`config.mk`:
```
export PLATFORM = sky130hd
export DESIGN_NAME = multicycle_control_unit
export DESIGN_NICKNAME = d
export VERILOG_FILES = /design/src/rtl/multicycle_control_unit.sv
export SDC_FILE = /design/constraint.sdc
export NUM_CORES = 1
export LEC_CHECK = 0
export CAP_MARGIN = 20
export CORE_MARGIN = 2
export CORE_UTILIZATION = 45
export CTS_CLUSTER_SIZE = 30
export DETAILED_ROUTE_END_ITERATION = 10
export MAX_ROUTING_LAYER = met4
export PLACE_DENSITY = 0.77
export SLEW_MARGIN = 10
export SYNTH_ARGS = -nofsm -noshare
export SYNTH_HDL_FRONTEND = slang
export SYNTH_SLANG_ARGS = --single-unit
```
`constraint.sdc`:
```
create_clock -name clk -period 2.1 [get_ports clk]
set_input_delay 0.525 -clock clk [delete_from_list [all_inputs] [get_ports clk]]
set_output_delay 0.525 -clock clk [all_outputs]
set_load 0.05 [all_outputs]
```
`src/rtl/multicycle_control_unit.sv`:
```
// Multi-cycle MIPS control FSM: FETCH/DECODE/EXEC/MEM/WB sequencing with memory handshake,
// retire counter and illegal-op trap. Optional jump support is enabled by defining MCU_JUMP_EN.
module multicycle_control_unit #(
  parameter int unsigned ALUOP_W = 3,
  parameter int unsigned CNT_W   = 32
) (
  input  logic               clk,
  input  logic               rst,
  input  logic [5:0]         opCode,
  input  logic [5:0]         funct,
  input  logic               mem_ready,
  output logic               PCWrite,
  output logic               PCWriteCond,
  output logic               IorD,
  output logic               MemReadEn,
  output logic               MemWriteEn,
  output logic               IRWrite,
  output logic               MemtoReg,
  output logic               RegDst,
  output logic               RegWriteEn,
  output logic               ALUSrcA,
  output logic [1:0]         ALUSrcB,
  output logic [1:0]         PCSource,
  output logic [ALUOP_W-1:0] ALUOp,
  output logic [3:0]         state_o,
  output logic [CNT_W-1:0]   instr_count,
  output logic               illegal
);

  localparam int unsigned OP_W   = 6;
  localparam int unsigned CODE_W = 3;

  localparam logic [OP_W-1:0] OP_RTYPE = 6'h00;
  localparam logic [OP_W-1:0] OP_BEQ   = 6'h04;
  localparam logic [OP_W-1:0] OP_ADDI  = 6'h08;
  localparam logic [OP_W-1:0] OP_LW    = 6'h23;
  localparam logic [OP_W-1:0] OP_SW    = 6'h2B;
`ifdef MCU_JUMP_EN
  localparam logic [OP_W-1:0] OP_J     = 6'h02;
`endif

  localparam logic [OP_W-1:0] FN_ADD = 6'h20;
  localparam logic [OP_W-1:0] FN_SUB = 6'h22;
  localparam logic [OP_W-1:0] FN_AND = 6'h24;
  localparam logic [OP_W-1:0] FN_OR  = 6'h25;
  localparam logic [OP_W-1:0] FN_SLT = 6'h2A;

  localparam logic [CODE_W-1:0] ALU_ADD = 3'd0;
  localparam logic [CODE_W-1:0] ALU_SUB = 3'd1;
  localparam logic [CODE_W-1:0] ALU_AND = 3'd2;
  localparam logic [CODE_W-1:0] ALU_OR  = 3'd3;
  localparam logic [CODE_W-1:0] ALU_SLT = 3'd4;

  typedef enum logic [3:0] {
    S_RST    = 4'd0,
    S_FETCH  = 4'd1,
    S_DECODE = 4'd2,
    S_MEMADR = 4'd3,
    S_MEMRD  = 4'd4,
    S_MEMWB  = 4'd5,
    S_MEMWR  = 4'd6,
    S_EXEC   = 4'd7,
    S_ALUWB  = 4'd8,
    S_BRANCH = 4'd9,
    S_ADDIEX = 4'd10,
    S_ADDIWB = 4'd11,
`ifdef MCU_JUMP_EN
    S_JUMP   = 4'd12,
`endif
    S_TRAP   = 4'd13
  } state_t;

  typedef struct packed {
    logic              pcwrite;
    logic              pcwritecond;
    logic              iord;
    logic              memread;
    logic              memwrite;
    logic              memtoreg;
    logic              regdst;
    logic              regwrite;
    logic              alusrca;
    logic [1:0]        alusrcb;
    logic [1:0]        pcsource;
    logic [CODE_W-1:0] aluop;
  } ctrl_t;

  state_t            state;
  state_t            state_n;
  logic              retire;
  logic [OP_W-1:0]   op_q;
  logic [OP_W-1:0]   fn_q;
  logic [OP_W-1:0]   fn_eff;
  ctrl_t             ctrl_q;
  logic              fetch_grant;
  logic [CNT_W-1:0]  count_q;
  logic              illegal_q;

  function automatic logic is_rfunct(input logic [OP_W-1:0] fn);
    return (fn == FN_ADD) || (fn == FN_SUB) || (fn == FN_AND) ||
           (fn == FN_OR)  || (fn == FN_SLT);
  endfunction

  function automatic logic [CODE_W-1:0] funct_aluop(input logic [OP_W-1:0] fn);
    logic [CODE_W-1:0] code;
    case (fn)
      FN_SUB:  code = ALU_SUB;
      FN_AND:  code = ALU_AND;
      FN_OR:   code = ALU_OR;
      FN_SLT:  code = ALU_SLT;
      default: code = ALU_ADD;
    endcase
    return code;
  endfunction

  // Moore decode of a state into its control word; used on the next state so outputs are registered.
  function automatic ctrl_t decode_ctrl(input state_t s, input logic [OP_W-1:0] fn);
    ctrl_t c;
    c = '0;
    case (s)
      S_FETCH: begin
        c.memread = 1'b1;
        c.alusrcb = 2'b01;
      end
      S_DECODE: c.alusrcb = 2'b11;
      S_MEMADR: begin
        c.alusrca = 1'b1;
        c.alusrcb = 2'b10;
      end
      S_MEMRD: begin
        c.iord    = 1'b1;
        c.memread = 1'b1;
      end
      S_MEMWB: begin
        c.memtoreg = 1'b1;
        c.regwrite = 1'b1;
      end
      S_MEMWR: begin
        c.iord     = 1'b1;
        c.memwrite = 1'b1;
      end
      S_EXEC: begin
        c.alusrca = 1'b1;
        c.aluop   = funct_aluop(fn);
      end
      S_ALUWB: begin
        c.regdst   = 1'b1;
        c.regwrite = 1'b1;
      end
      S_BRANCH: begin
        c.alusrca     = 1'b1;
        c.aluop       = ALU_SUB;
        c.pcwritecond = 1'b1;
        c.pcsource    = 2'b01;
      end
      S_ADDIEX: begin
        c.alusrca = 1'b1;
        c.alusrcb = 2'b10;
        c.aluop   = ALU_ADD;
      end
      S_ADDIWB: c.regwrite = 1'b1;
`ifdef MCU_JUMP_EN
      S_JUMP: begin
        c.pcwrite  = 1'b1;
        c.pcsource = 2'b10;
      end
`endif
      default: ;
    endcase
    return c;
  endfunction

  // funct is only valid in DECODE; later states use the latched copy.
  assign fn_eff = (state == S_DECODE) ? funct : fn_q;

  // Next-state and retire decode.
  always_comb begin
    state_n = state;
    retire  = 1'b0;
    case (state)
      S_RST:   state_n = S_FETCH;
      S_FETCH: if (mem_ready) state_n = S_DECODE;
      S_DECODE: begin
        case (opCode)
          OP_LW, OP_SW: state_n = S_MEMADR;
          OP_RTYPE:     state_n = is_rfunct(funct) ? S_EXEC : S_TRAP;
          OP_BEQ:       state_n = S_BRANCH;
          OP_ADDI:      state_n = S_ADDIEX;
`ifdef MCU_JUMP_EN
          OP_J:         state_n = S_JUMP;
`endif
          default:      state_n = S_TRAP;
        endcase
      end
      S_MEMADR: state_n = (op_q == OP_LW) ? S_MEMRD : S_MEMWR;
      S_MEMRD:  if (mem_ready) state_n = S_MEMWB;
      S_MEMWB: begin
        state_n = S_FETCH;
        retire  = 1'b1;
      end
      S_MEMWR: begin
        if (mem_ready) begin
          state_n = S_FETCH;
          retire  = 1'b1;
        end
      end
      S_EXEC:   state_n = S_ALUWB;
      S_ALUWB, S_BRANCH, S_ADDIWB: begin
        state_n = S_FETCH;
        retire  = 1'b1;
      end
      S_ADDIEX: state_n = S_ADDIWB;
`ifdef MCU_JUMP_EN
      S_JUMP: begin
        state_n = S_FETCH;
        retire  = 1'b1;
      end
`endif
      S_TRAP:   state_n = S_TRAP;
      default:  state_n = S_TRAP;
    endcase
  end

  always_ff @(posedge clk) begin
    if (rst) begin
      state     <= S_RST;
      op_q      <= '0;
      fn_q      <= '0;
      ctrl_q    <= '0;
      count_q   <= '0;
      illegal_q <= 1'b0;
    end else begin
      state  <= state_n;
      ctrl_q <= decode_ctrl(state_n, fn_eff);
      if (state == S_DECODE) begin
        op_q <= opCode;
        fn_q <= funct;
      end
      if (retire) count_q <= count_q + CNT_W'(1);
      if (state_n == S_TRAP) illegal_q <= 1'b1;
    end
  end

  // IR/PC load in FETCH follows the memory handshake of the current cycle.
  assign fetch_grant = (state == S_FETCH) && mem_ready && !rst;

  assign PCWrite     = ctrl_q.pcwrite | fetch_grant;
  assign IRWrite     = fetch_grant;
  assign PCWriteCond = ctrl_q.pcwritecond;
  assign IorD        = ctrl_q.iord;
  assign MemReadEn   = ctrl_q.memread;
  assign MemWriteEn  = ctrl_q.memwrite;
  assign MemtoReg    = ctrl_q.memtoreg;
  assign RegDst      = ctrl_q.regdst;
  assign RegWriteEn  = ctrl_q.regwrite;
  assign ALUSrcA     = ctrl_q.alusrca;
  assign ALUSrcB     = ctrl_q.alusrcb;
  assign PCSource    = ctrl_q.pcsource;
  assign ALUOp       = ALUOP_W'(ctrl_q.aluop);
  assign state_o     = state;
  assign instr_count = count_q;
  assign illegal     = illegal_q;

endmodule

```
==> results summary, run 1 <==
Buffers inserted to repair hold after CTS numbered 0. The peak supply drop is 555.7 uV. At the end of the flow, the number of nets in the layout was 455. In the synthesized netlist the dominant register cell turns out to be sky130_fd_sc_hd__dfxtp_1. Dividing total power by cell area gives a power density of 682.7 nW/um^2. TritonCTS built the clock tree. Registers take 1261 sq um. The wire length after detailed routing came out at 7369 um. The clock arrives with 9.142 ps of skew. The worst min-delay path class is register to register.

Counting both buffers and inverters, the worst setup path holds a total of 1. Input and output buffers added on the ports amount to 67. In this run the cell area of the synthesized design comes to 2888 sq um.

The post-route antenna net violation count is 0. The type of the worst setup path is register to output port. In this run the most used layer during global routing was met2. Routability-driven placement finished with a final weighted congestion of 0.9019. The number of nets in the synthesized netlist came out at 355. The floorplan step defined a core boundary enclosing 6277 sq um. The register bit total from synthesis is 62. STA classifies the critical path startpoint as a register. The number of buffers on the longest clock path is 2. In the final routed layout, each cell accounts on average for 14.14 um. The synthesis-to-finish area growth came out at 45.45%. The minimum clock period came out at 2069 ps. Clock-pin slew was measured on the worst setup and hold paths at 70 ps. At the pin with the least slew margin, the transition time is 515.0 ps.

Setup repair after global routing could not meet its margin everywhere. The number of different library cells used by synthesis comes to 51. The initial cell density of the core came out at 46.00%. The total of endpoints with negative setup slack in the final report came out at 0.

The multi-input combinational cells in the finished layout cover a total of 1614 sq um. Before CTS, the worst setup slack after placement is -360.6 ps. The clock sink count came out at 62.

The first global-routing pass estimated 12,180 um of wire. The peak clock frequency supported by timing came out at 483.4 MHz. The number of instances in the synthesized netlist is 339. The horizontal die dimension came out at 84.11 um. The H-tree depth reported by CTS is 3. The number of max-capacitance violations reported came out at 0. The floorplan step set the die height to 84.11 um.

For the worst setup path, the data arrival time is 1540 ps. The post-DP HPWL is 5136 um. The sum of internal, switching and leakage power is 0.002868 W. The global-route track usage on met1 came out at 28.04%. The clock reaches the later pin of the worst-skew pair after 350 ps. The count of placed standard cells including taps came out at 502. The detailed router's first-iteration violation count came out at 110. The met3 global-route usage came out at 3.956%. The number of standard cells in the layout, taps in and fillers out is 521. The largest fanout on the critical path is 3. The initialized floorplan defines 29 standard-cell rows. Entering global routing, the biggest net connects 36 pins. The number of placed I/O pins is 69. The required time reported for the critical path endpoint came out at 1570 ps. Across all layers, the routed design uses 2,807 vias. The number of max-slew violations in the final report is 0. The tightest slew margin relative to the limit came out at 65.61%. The residual DRC count is 0.

The fraction of layout cells with a size suffix above 1 is 24.77%. The met2 global-route usage came out at 33.48%. The cell sitting at the root of the clock tree is a sky130_fd_sc_hd__clkbuf_8. The remaining global-route overflow is 0. The number of diodes came out at 0.

The slowest cell on the critical path is sky130_fd_sc_hd__clkdlybuf4s50_1. The share of the Yosys chip area taken by registers is 42.98%. The mean cell area of the mapped netlist came out at 8.518 sq um. The share of the clock period used by the worst path after layout is 98.51%.

Among cell families on the critical path, the largest total delay comes from buffers and inverters. The total count of hold-check failures in the final report was 0. For this run, the slowest stage of the critical path takes 820 ps. The area of the die came out at 7074 sq um.

The combined global-route utilization of all metal layers is 21.78%. The via count of the first global-routing pass is 2,624. The first detailed-routing pass ran for 4 iterations. Hold timing on the final database bottoms out at a slack of 459.8 ps. Traced cell by cell, the critical path runs through clkdlybuf4s50_1. The initial antenna violation count came out at 0. The count of filler cells inserted in the layout is 519.

The kind of capture point of the worst setup path is an output port. The routed via count divided by cell count came out at 5.388. During synthesis, Yosys emitted a total of 0 warnings. The number of buffers created by CTS is 9. The async set-or-reset flop fraction in the synthesized netlist came out at 0%. The run finished with clean final reports. The static power due to leakage is 1.848 nW. The worst path setup slack after routing came out at 31.24 ps. Yosys mapped a number of flops with a built-in enable equal to 0.
==> Yosys cell counts (2+ instances only) <==
| library cell | number | area (sq um) |
|---|---|---|
| sky130_fd_sc_hd__inv_1 | 4 | 15.01 |
| sky130_fd_sc_hd__nand3b_1 | 2 | 15.01 |
| sky130_fd_sc_hd__nand2b_1 | 6 | 37.54 |
| sky130_fd_sc_hd__xnor2_1 | 8 | 70.07 |
| sky130_fd_sc_hd__nand4_1 | 14 | 87.58 |
| sky130_fd_sc_hd__and2_1 | 4 | 25.02 |
| sky130_fd_sc_hd__clkbuf_1 | 7 | 26.28 |
| sky130_fd_sc_hd__and2b_1 | 2 | 15.01 |
| sky130_fd_sc_hd__o31ai_1 | 2 | 15.01 |
| sky130_fd_sc_hd__and3_1 | 9 | 56.30 |
| sky130_fd_sc_hd__nand3_1 | 15 | 75.07 |
| sky130_fd_sc_hd__nor2_1 | 38 | 142.6 |
| sky130_fd_sc_hd__a21oi_1 | 25 | 125.1 |
| sky130_fd_sc_hd__o21ai_0 | 10 | 50.05 |
| sky130_fd_sc_hd__a31o_2 | 2 | 17.52 |
| sky130_fd_sc_hd__a31oi_1 | 3 | 18.77 |
| sky130_fd_sc_hd__nand2_1 | 41 | 153.9 |
| sky130_fd_sc_hd__nor2b_1 | 11 | 68.82 |
| sky130_fd_sc_hd__and4_1 | 4 | 35.03 |
| sky130_fd_sc_hd__buf_4 | 3 | 22.52 |
| sky130_fd_sc_hd__nor4bb_1 | 2 | 20.02 |
| sky130_fd_sc_hd__xor2_1 | 21 | 183.9 |
| sky130_fd_sc_hd__mux2i_1 | 2 | 20.02 |
| sky130_fd_sc_hd__nor4_1 | 3 | 18.77 |
| sky130_fd_sc_hd__nor3_1 | 2 | 10.01 |
| sky130_fd_sc_hd__dfxtp_1 | 62 | 1241 |
| sky130_fd_sc_hd__buf_2 | 7 | 35.03 |
| sky130_fd_sc_hd__or3_1 | 5 | 31.28 |
| sky130_fd_sc_hd__nor3b_1 | 3 | 22.52 |
==> report_power, final <==
group          leakage, nW  total, W  switching [W]  internal (W)
sequential           0.508   0.00124      0.0000337       0.00121
combinational         1.23  0.000454       0.000265      0.000189
clock                0.110   0.00117       0.000474      0.000698
==> cell type report <==
cell class / count / area share [%]
Clock buffer: 12 / 3.455
Clock inverter: 4 / 1.668
Inverter: 4 / 0.3575
Multi-Input combinational cell: 254 / 38.43
Sequential cell: 62 / 30.03
Tap cell: 77 / 2.294
Timing Repair Buffer: 108 / 23.77
==> metrics by stage <==
stage	utilization (%)	area [sq um]	TNS, ps
4_1_cts	65.02	4081	0
6_report	66.91	4200	0
2_1_floorplan	-	2917	0
3_5_place_dp	61.55	3864	-10640
3_3_place_gp	61.55	3864	-9537
5_1_grt	66.91	4200	-56.99
==> tightest hold or removal path, delay by kind of cell, from the launching register on <==
kind	cells	cell delay (ps)
flip-flops	1	310
AO/OA/AOI/OAI	1	60
AND/OR/NAND/NOR	1	50
==> final timing paths <==
path	startpoint	endpoint	slack, ps	cells after the start
worst min-delay path	op_q[1]	op_q[1]	460	2
worst max-delay path	instr_count[30]	instr_count[30]	30	1
worst max register to register	instr_count[12]	instr_count[28]	70	7
worst min register to register	op_q[1]	op_q[1]	460	2
==> cell usage in the layout (no fill, tap or decap), types with 4 or more instances in the layout <==
| cell type | synthesis | routed |
|---|---|---|
| sky130_fd_sc_hd__and3_1 | 9 | 9 |
| sky130_fd_sc_hd__xor2_1 | 21 | 21 |
| sky130_fd_sc_hd__clkdlybuf4s50_1 | 0 | 34 |
| sky130_fd_sc_hd__nor2_1 | 38 | 36 |
| sky130_fd_sc_hd__xnor2_1 | 8 | 8 |
| sky130_fd_sc_hd__nand3_1 | 15 | 14 |
| sky130_fd_sc_hd__inv_1 | 4 | 4 |
| sky130_fd_sc_hd__nand4_1 | 14 | 14 |
| sky130_fd_sc_hd__clkbuf_8 | 0 | 10 |
| sky130_fd_sc_hd__nand2_1 | 41 | 41 |
| sky130_fd_sc_hd__dlygate4sd2_1 | 0 | 6 |
| sky130_fd_sc_hd__dfxtp_2 | 0 | 10 |
| sky130_fd_sc_hd__or3_1 | 5 | 4 |
| sky130_fd_sc_hd__nor2b_1 | 11 | 10 |
| sky130_fd_sc_hd__dlymetal6s2s_1 | 0 | 12 |
| sky130_fd_sc_hd__nand2b_1 | 6 | 6 |
| sky130_fd_sc_hd__buf_4 | 3 | 52 |
| sky130_fd_sc_hd__dfxtp_1 | 62 | 50 |
| sky130_fd_sc_hd__o21ai_0 | 10 | 9 |
| sky130_fd_sc_hd__a21oi_1 | 25 | 23 |
==> logic make-up after synthesis <==
kind of cell               Yosys count  share of synthesized area (%)
DFF                                 62                          42.98
muxes                                2                         0.6933
AOI/OAI and AO/OA                   53                          11.70
other                                1                         0.1299
adders and majority gates            1                         0.4332
buffers and inverters               23                          3.942
and+or+nand+nor                    168                          31.33
xor gates and xnor gates            29                          8.796
==> sequential cells by signal (all words and copies together) (netlist names), 2 cells and up <==
register     cells
fn_q             6
state_o          4
ALUOp            3
ALUSrcB          2
op_q             6
instr_count     32
==> timing repair <==
item                                    in CTS  in global routing
setup buffers                                1                  2
endpoints found under the setup margin       9                 23
gates resized for setup                      7                 30
pin swaps                                    3                  9
==> layer usage <==
metal / part of all wire, % / routed length, um
met1: 47 / 3476
met2: 47 / 3446
met3: 4.8 / 351
met4: 1.3 / 95
met5: 0 / 0
No activity file was read; power rests on OpenSTA's default activity.
==> run 2, diff against run 1 <==
--- a/config.mk
+++ b/config.mk
@@ -7,11 +7,11 @@
 export LEC_CHECK = 0
 export CAP_MARGIN = 20
 export CORE_MARGIN = 2
-export CORE_UTILIZATION = 45
+export CORE_UTILIZATION = 35
 export CTS_CLUSTER_SIZE = 30
 export DETAILED_ROUTE_END_ITERATION = 10
 export MAX_ROUTING_LAYER = met4
-export PLACE_DENSITY = 0.77
+export PLACE_DENSITY = 0.63
 export SLEW_MARGIN = 10
 export SYNTH_ARGS = -nofsm -noshare
 export SYNTH_HDL_FRONTEND = slang
==> run 2 against run 1 <==
Effect of this change: final cell count increased by 6.0%; combinational power increased by 2%; utilization decreased by 14 points; clock skew increased by 2.3 ps; fmax increased by 0.13%; largest power group unchanged.
==> results summary, run 2 (synthesis gave the netlist of run 1 again) <==
The initial cell density of the core came out at 35.68% (-10 points). The most common library cell in the layout ignoring fill and taps is sky130_fd_sc_hd__buf_4. The remaining global-route overflow is 0 (unchanged). The area of the die is 8994 sq um (+27%). The placeable core area came to 8093 sq um (+29%).

The smallest hold slack was 452.2 ps (-7.631 ps). The type of the worst setup path is input port to register. The root buffer cell chosen for the clock tree is sky130_fd_sc_hd__clkbuf_8. The via count of the first global-routing pass came out at 2,746 (+4.6%).

The combinational cell fraction of total power came out at 16.2% (+0.4 points). The power share of the clock group is 40.5% (-0.3 points). The clock input transition at the sequential cells of the worst setup and hold paths was 70 ps (about the same). The switching power of the nets came out at 0.0007445 W (-3.6%).

The chip height is 94.84 um (+13%). The post-route antenna net violation count is 0 (unchanged). The final layout net count is 458 (+0.66%). The fraction of layout cells with a size suffix above 1 came out at 26.17% (+1.4 points). The maximum number of pins on one net before global-route repair came out at 38 (+5.6%). The residual DRC count came to 0 (unchanged). The number of port buffers came out at 67 (unchanged).

The library cells used most frequently in the layout, excluding fill and tap cells, are 60 x sky130_fd_sc_hd__buf_4, 50 x sky130_fd_sc_hd__dfxtp_1, 41 x sky130_fd_sc_hd__nand2_1, 35 x sky130_fd_sc_hd__nor2_1, 30 x sky130_fd_sc_hd__clkdlybuf4s50_1. The clock sink count is 62 (unchanged). The total of endpoints with negative setup slack in the final report came out at 0 (unchanged). The static power due to leakage was 1.867 nW (+1.0%). The peak clock frequency supported by timing is 484.0 MHz (+0.13%).

The number of standard cells in the layout, taps in and fillers out came out at 552 (+6.0%). The final setup skew is 11.46 ps (+2.321 ps). The peak supply drop is 343.2 uV (-38%). The internal power contribution is 0.002121 W (+1.2%). The horizontal die dimension is 94.84 um (+13%). The number of diodes came out at 0 (unchanged). The total negative slack is 0 ps (unchanged). The routed wire length per instance is 13.82 um (-2.3%). The number of flip-flops in the largest register came out at 32 (unchanged). The met2 global-route usage is 31.26% (-2.2 points). STA classifies the critical path startpoint as an input port.

The initial antenna violation count came out at 0 (unchanged). The number of placed I/O pins is 69 (unchanged). The share of the core filled with cells came out at 52.58% (-14 points). The number of max-slew violations in the final report is 0 (unchanged). The net switching share of the total power came out at 25.98% (-0.94 points). The share of the clock period used by the worst path after layout came out at 98.39% (-0.13 points). The count of placed standard cells including taps is 533 (+6.2%).

The clock insertion delay at the later pin of the skew report came to 340 ps (about the same). The total count of hold-check failures in the final report is 0 (unchanged). The flow ran to the end, and the final reports show no timing, DRC or antenna violations. The data arrival at the endpoint of the critical path is 2290 ps (+750 ps). The met3 global-route usage is 5.507% (+1.6 points).

The cell row count came out at 33 (+14%). The slew of the pin with the lowest slew margin came out at 502.0 ps (-12.94 ps). The post-DP HPWL came out at 5400 um (+5.1%). The tightest slew margin relative to the limit is 66.43% (+0.81 points). The combined global-route utilization of all metal layers came out at 17.94% (-3.8 points).

The most crowded layer after global routing is met2. The count of filler cells inserted in the layout came out at 806 (+55%). The path class of the tightest hold or removal check is register to register. The synthesis-to-finish area growth is 47.36%. The H-tree depth reported by CTS is 3 (unchanged). The number of max-capacitance violations reported came out at 0 (unchanged).

The minimum clock period came out at 2066 ps (-2.673 ps). The sequential share of power came out at 43.4% (about the same). The footprint of the multi-input gates came to 1607 sq um (-0.47%). The routed via count divided by cell count came to 5.016 (-6.9%). The final estimated routing congestion in global placement was 0.8593 (-4.7%). The required time reported for the critical path endpoint came to 2330 ps (+760 ps). STA classifies the critical path endpoint as a register. The number of detailed-routing iterations run before antenna repair came to 5 (+1). The wire length after detailed routing is 7629 um (+3.5%). The detailed router's first-iteration violation count came to 65 (-41%). The number of buffers created by CTS came out at 9 (unchanged). The TritonCTS clock tree is built.

The global-route track usage on met1 is 18.91% (-9.1 points). The via count of the routed design is 2,769 (-1.4%). The power density over the cells is 673.5 nW/um^2 (-1.4%).

The largest fanout on the critical path is 5 (+2). The first-pass GRT wire length is 12,260 um (+0.68%). The combined flip-flop and latch cell area is 1261 sq um (unchanged). The number of buffers on the longest clock path came out at 2 (unchanged).
==> run 2: area by class of cell <==
cell class / count / share of cell area (%)
repair buffers: 111 / 23.79
inverters: 4 / 0.3528
clock inverters: 2 / 0.8233
clock buffers: 14 / 4.557
flip-flops and latches: 62 / 29.64
multi-input cells: 254 / 37.75
well taps: 105 / 3.087
==> run 2: final timing paths <==
path | from | endpoint | slack, ps | cells after the start
min reg2reg | fn_q[4] | fn_q[4] | 450 | 2
max reg2reg | instr_count[4] | instr_count[24] | 150 | 6
max | opCode[5] | ALUOp[0] | 30 | 7
min | fn_q[4] | fn_q[4] | 450 | 2
==> run 2: critical path: stages <==
cell and delay, ps:
sky130_fd_sc_hd__clkdlybuf4s50_1 470, sky130_fd_sc_hd__or3_4 390, sky130_fd_sc_hd__buf_4 150, sky130_fd_sc_hd__o22ai_2 90
sky130_fd_sc_hd__and2b_2 270, sky130_fd_sc_hd__and3_4 170, sky130_fd_sc_hd__a31o_2 230
==> run 2: repair_timing <==
action                     4_1_cts  5_1_grt
resized for setup                9       24
setup endpoints to repair        7       19
pin swaps                        1        7
hold buffers                     0        0
cloned                           0        0
buffers inserted                 0        3
==> run 2: per-stage QoR <==
step | area (sq um) | worst slack, ps | power [W]
3_3_place_gp | 3906 | -339.0 | 0.001699
2_1_floorplan | 2917 | 3.439 | 0.001519
4_1_cts | 4146 | 0.4173 | 0.002877
3_5_place_dp | 3906 | -375.8 | 0.001703
6_report | 4255 | 33.91 | 0.002866
5_1_grt | 4255 | -5.031 | 0.002991
==> run 2: power by group through the flow <==
stage	clock, W	sequential (W)	combinational [W]
after CTS	0.00120	0.00124	0.000439
after global routing	0.00125	0.00125	0.000497
after detailed placement	0	0.00127	0.000435
final	0.00116	0.00124	0.000463
after floorplan	0	0.00134	0.000181
after global placement	0	0.00127	0.000431
==> run 2: routing by layer <==
layer / vias to the layer above / part of all wire, %
li1: 1379 / -
met2: 75 / 50
met3: 14 / 6.5
met4: 0 / 2.0
met5: - / 0
met1: 1301 / 41
==> run 3, diff against run 2 <==
--- a/config.mk
+++ b/config.mk
@@ -10,7 +10,6 @@
 export CORE_UTILIZATION = 35
 export CTS_CLUSTER_SIZE = 30
 export DETAILED_ROUTE_END_ITERATION = 10
-export MAX_ROUTING_LAYER = met4
 export PLACE_DENSITY = 0.63
 export SLEW_MARGIN = 10
 export SYNTH_ARGS = -nofsm -noshare
==> run 3 against run 2 <==
Effect of this change: wire length about the same; total power is 0.19% higher; global-route usage fell by 0.50 points; non-clock buffer count unchanged; clock power about the same; largest cell class unchanged; highest routed layer unchanged.
==> results summary, run 3 (synthesis gave the netlist of run 1 again) <==
In the layout the commonest cells are 60 x sky130_fd_sc_hd__buf_4, 50 x sky130_fd_sc_hd__dfxtp_1, 41 x sky130_fd_sc_hd__nand2_1, 35 x sky130_fd_sc_hd__nor2_1, 30 x sky130_fd_sc_hd__clkdlybuf4s50_1. The TritonCTS clock tree is built. The worst setup path is captured at a register. The horizontal die dimension is 94.84 um (unchanged).

The wire length after detailed routing came to 7636 um (about the same). The minimum setup slack among reg-to-reg paths came to 150 ps (about the same). The remaining global-route overflow came out at 0 (unchanged). The synthesis-to-finish area growth came to 47.36% (unchanged). The flow ran to the end, and the final reports show no timing, DRC or antenna violations. The fraction of layout cells with a size suffix above 1 is 26.17% (unchanged). The maximum number of pins on one net before global-route repair came to 38 (unchanged).

The post-layout instance area is 4255 sq um (unchanged). The worst hold path begins at fn_q[4]. The worst min-delay path class is register to register. The routed via count divided by cell count came out at 5.025 (+0.18%). The library cell used most frequently in the layout, excluding fill and tap cells, is sky130_fd_sc_hd__buf_4. The initial antenna violation count is 0 (unchanged). The number of cells on the worst reg-to-reg path came out at 7 (+1).

The root buffer cell chosen for the clock tree is sky130_fd_sc_hd__clkbuf_8. The number of placed I/O pins came out at 69 (unchanged). The peak supply drop is 343.1 uV (about the same). The count of filler cells inserted in the layout is 806 (unchanged).

The total count of hold-check failures in the final report came out at 0 (unchanged). The worst hold path terminates at fn_q[4]. The routed wire length per instance was 13.83 um (about the same). The critical path starts at opCode[5].

The cell row count came out at 33 (unchanged). The total negative slack is 0 ps (unchanged). The data arrival at the endpoint of the critical path is 2300 ps (about the same). The via count of the first global-routing pass came out at 2,746 (unchanged). The number of diodes is 0 (unchanged).

The required time reported for the critical path endpoint came to 2330 ps (about the same). The clock input transition at the sequential cells of the worst setup and hold paths was 70 ps (about the same). The residual DRC count is 0 (unchanged). The H-tree depth reported by CTS is 3 (unchanged). The final setup skew came out at 11.53 ps (+0.06930 ps). The post-route antenna net violation count was 0 (unchanged). The clock sink count was 62 (unchanged). The number of flip-flops in the largest register was 32 (unchanged).

The power density over the cells came out at 674.8 nW/um^2 (+0.19%). The number of max-capacitance violations reported came out at 0 (unchanged). The initial cell density of the core came to 35.68% (unchanged). The smallest hold slack is 451.6 ps (-0.5810 ps). The area of the die is 8994 sq um (unchanged). The worst register-to-register path ends at ALUOp[0]. The detailed router's first-iteration violation count came out at 59 (-9.2%).

The number of detailed-routing iterations run before antenna repair is 4 (-1). The chip height is 94.84 um (unchanged). The number of buffers on the longest clock path came out at 2 (unchanged). The post-DP HPWL came out at 5400 um (unchanged).

The startpoint identified for the worst register-to-register timing path is state_o[1]. The share of the clock period used by the worst path after layout came out at 98.51% (+0.13 points). The peak clock frequency supported by timing came out at 483.4 MHz (-0.13%).

The static power due to leakage is 1.867 nW (unchanged). The largest fanout on the critical path came out at 5 (unchanged). The total cell area at the placement stage came to 3906 sq um (unchanged).

The number of max-slew violations in the final report came out at 0 (unchanged). The first-pass GRT wire length is 12,260 um (unchanged). The number of buffers created by CTS was 9 (unchanged). The total of endpoints with negative setup slack in the final report is 0 (unchanged). The combined global-route utilization of all metal layers is 17.43% (-0.50 points). The worst setup path is launched from an input port. The hold path depth is 2 (unchanged). The via count of the routed design came out at 2,774 (+0.18%). The clock insertion delay at the later pin of the skew report came to 330 ps (about the same). The final estimated routing congestion in global placement came out at 0.8460 (-1.5%). The final layout net count came out at 458 (unchanged).

The hold buffer count at cts was 0 (unchanged). The tightest slew margin relative to the limit is 66.35% (-0.073 points). The slew of the pin with the lowest slew margin came out at 503.1 ps (+1.095 ps). The number of port buffers came out at 67 (unchanged). The placeable core area is 8093 sq um (unchanged). The type of the worst setup path is input port to register. The minimum clock period is 2069 ps (+2.673 ps).
==> run 3: cell counts in the layout (fill, tap and decap cells not counted) <==
Identical to the previous run, type by type.
==> run 3: worst max-delay path, stage by stage <==
cell and delay, ps:
sky130_fd_sc_hd__clkdlybuf4s50_1 470, sky130_fd_sc_hd__or3_4 390, sky130_fd_sc_hd__buf_4 150, sky130_fd_sc_hd__o22ai_2 90
sky130_fd_sc_hd__and2b_2 270, sky130_fd_sc_hd__and3_4 170, sky130_fd_sc_hd__a31o_2 230
==> run 3: worst max-delay path by stage <==
stage | slack, ps | endpoint | cells past startpoint
after floorplan | 3 | PCWrite | 5
after global placement | -340 | ALUOp[0] | 7
after detailed placement | -380 | ALUOp[0] | 7
after CTS | 0.4 | instr_count[18] | 1
after global routing | -5 | PCWrite | 4
final | 30 | ALUOp[0] | 7
==> run 3: repair_timing <==
action | 4_1_cts | 5_1_grt
buffers inserted | 0 | 3
pin swaps | 1 | 7
resized for setup | 9 | 24
setup endpoints to repair | 7 | 19
==> run 3: layer usage <==
layer  wire length (um)  share of wire (%)  track usage [%]  up-vias
met1               3098                 41            18.37     1312
met5                  0                  0                0        -
met3                499                6.5            6.385       10
met2               3901                 51            31.26       70
li1                   -                  -                -     1382
met4                137                1.8            7.126        0
==> run 3: cell type report <==
| class | count | area (sq um) | area share (%) |
|---|---|---|---|
| multi-input cells | 254 | 1607 | 37.75 |
| clock inverters | 2 | 35.03 | 0.8233 |
| clock buffers | 14 | 193.9 | 4.557 |
| inverters | 4 | 15.01 | 0.3528 |
| flip-flops and latches | 62 | 1261 | 29.64 |
| well taps | 105 | 131.4 | 3.087 |
| repair buffers | 111 | 1012 | 23.79 |
==> run 3: power by group <==
group | internal (W) | switching [W] | leakage [nW]
combinational | 0.000196 | 0.000268 | 1.24
sequential | 0.00121 | 0.0000333 | 0.508
clock | 0.000717 | 0.000448 | 0.118
==> run 3: through the flow <==
stage          setup slack (ps)  instances  utilization [%]  power [W]
6_report                  31.24        552            52.58   0.002871
5_1_grt                  -5.035        552            52.58   0.002991
4_1_cts                  0.4173        549            51.24   0.002877
3_5_place_dp             -375.8        533            48.27   0.001703
3_3_place_gp             -339.0        533            48.27   0.001699
2_1_floorplan             3.439        339                -   0.001519
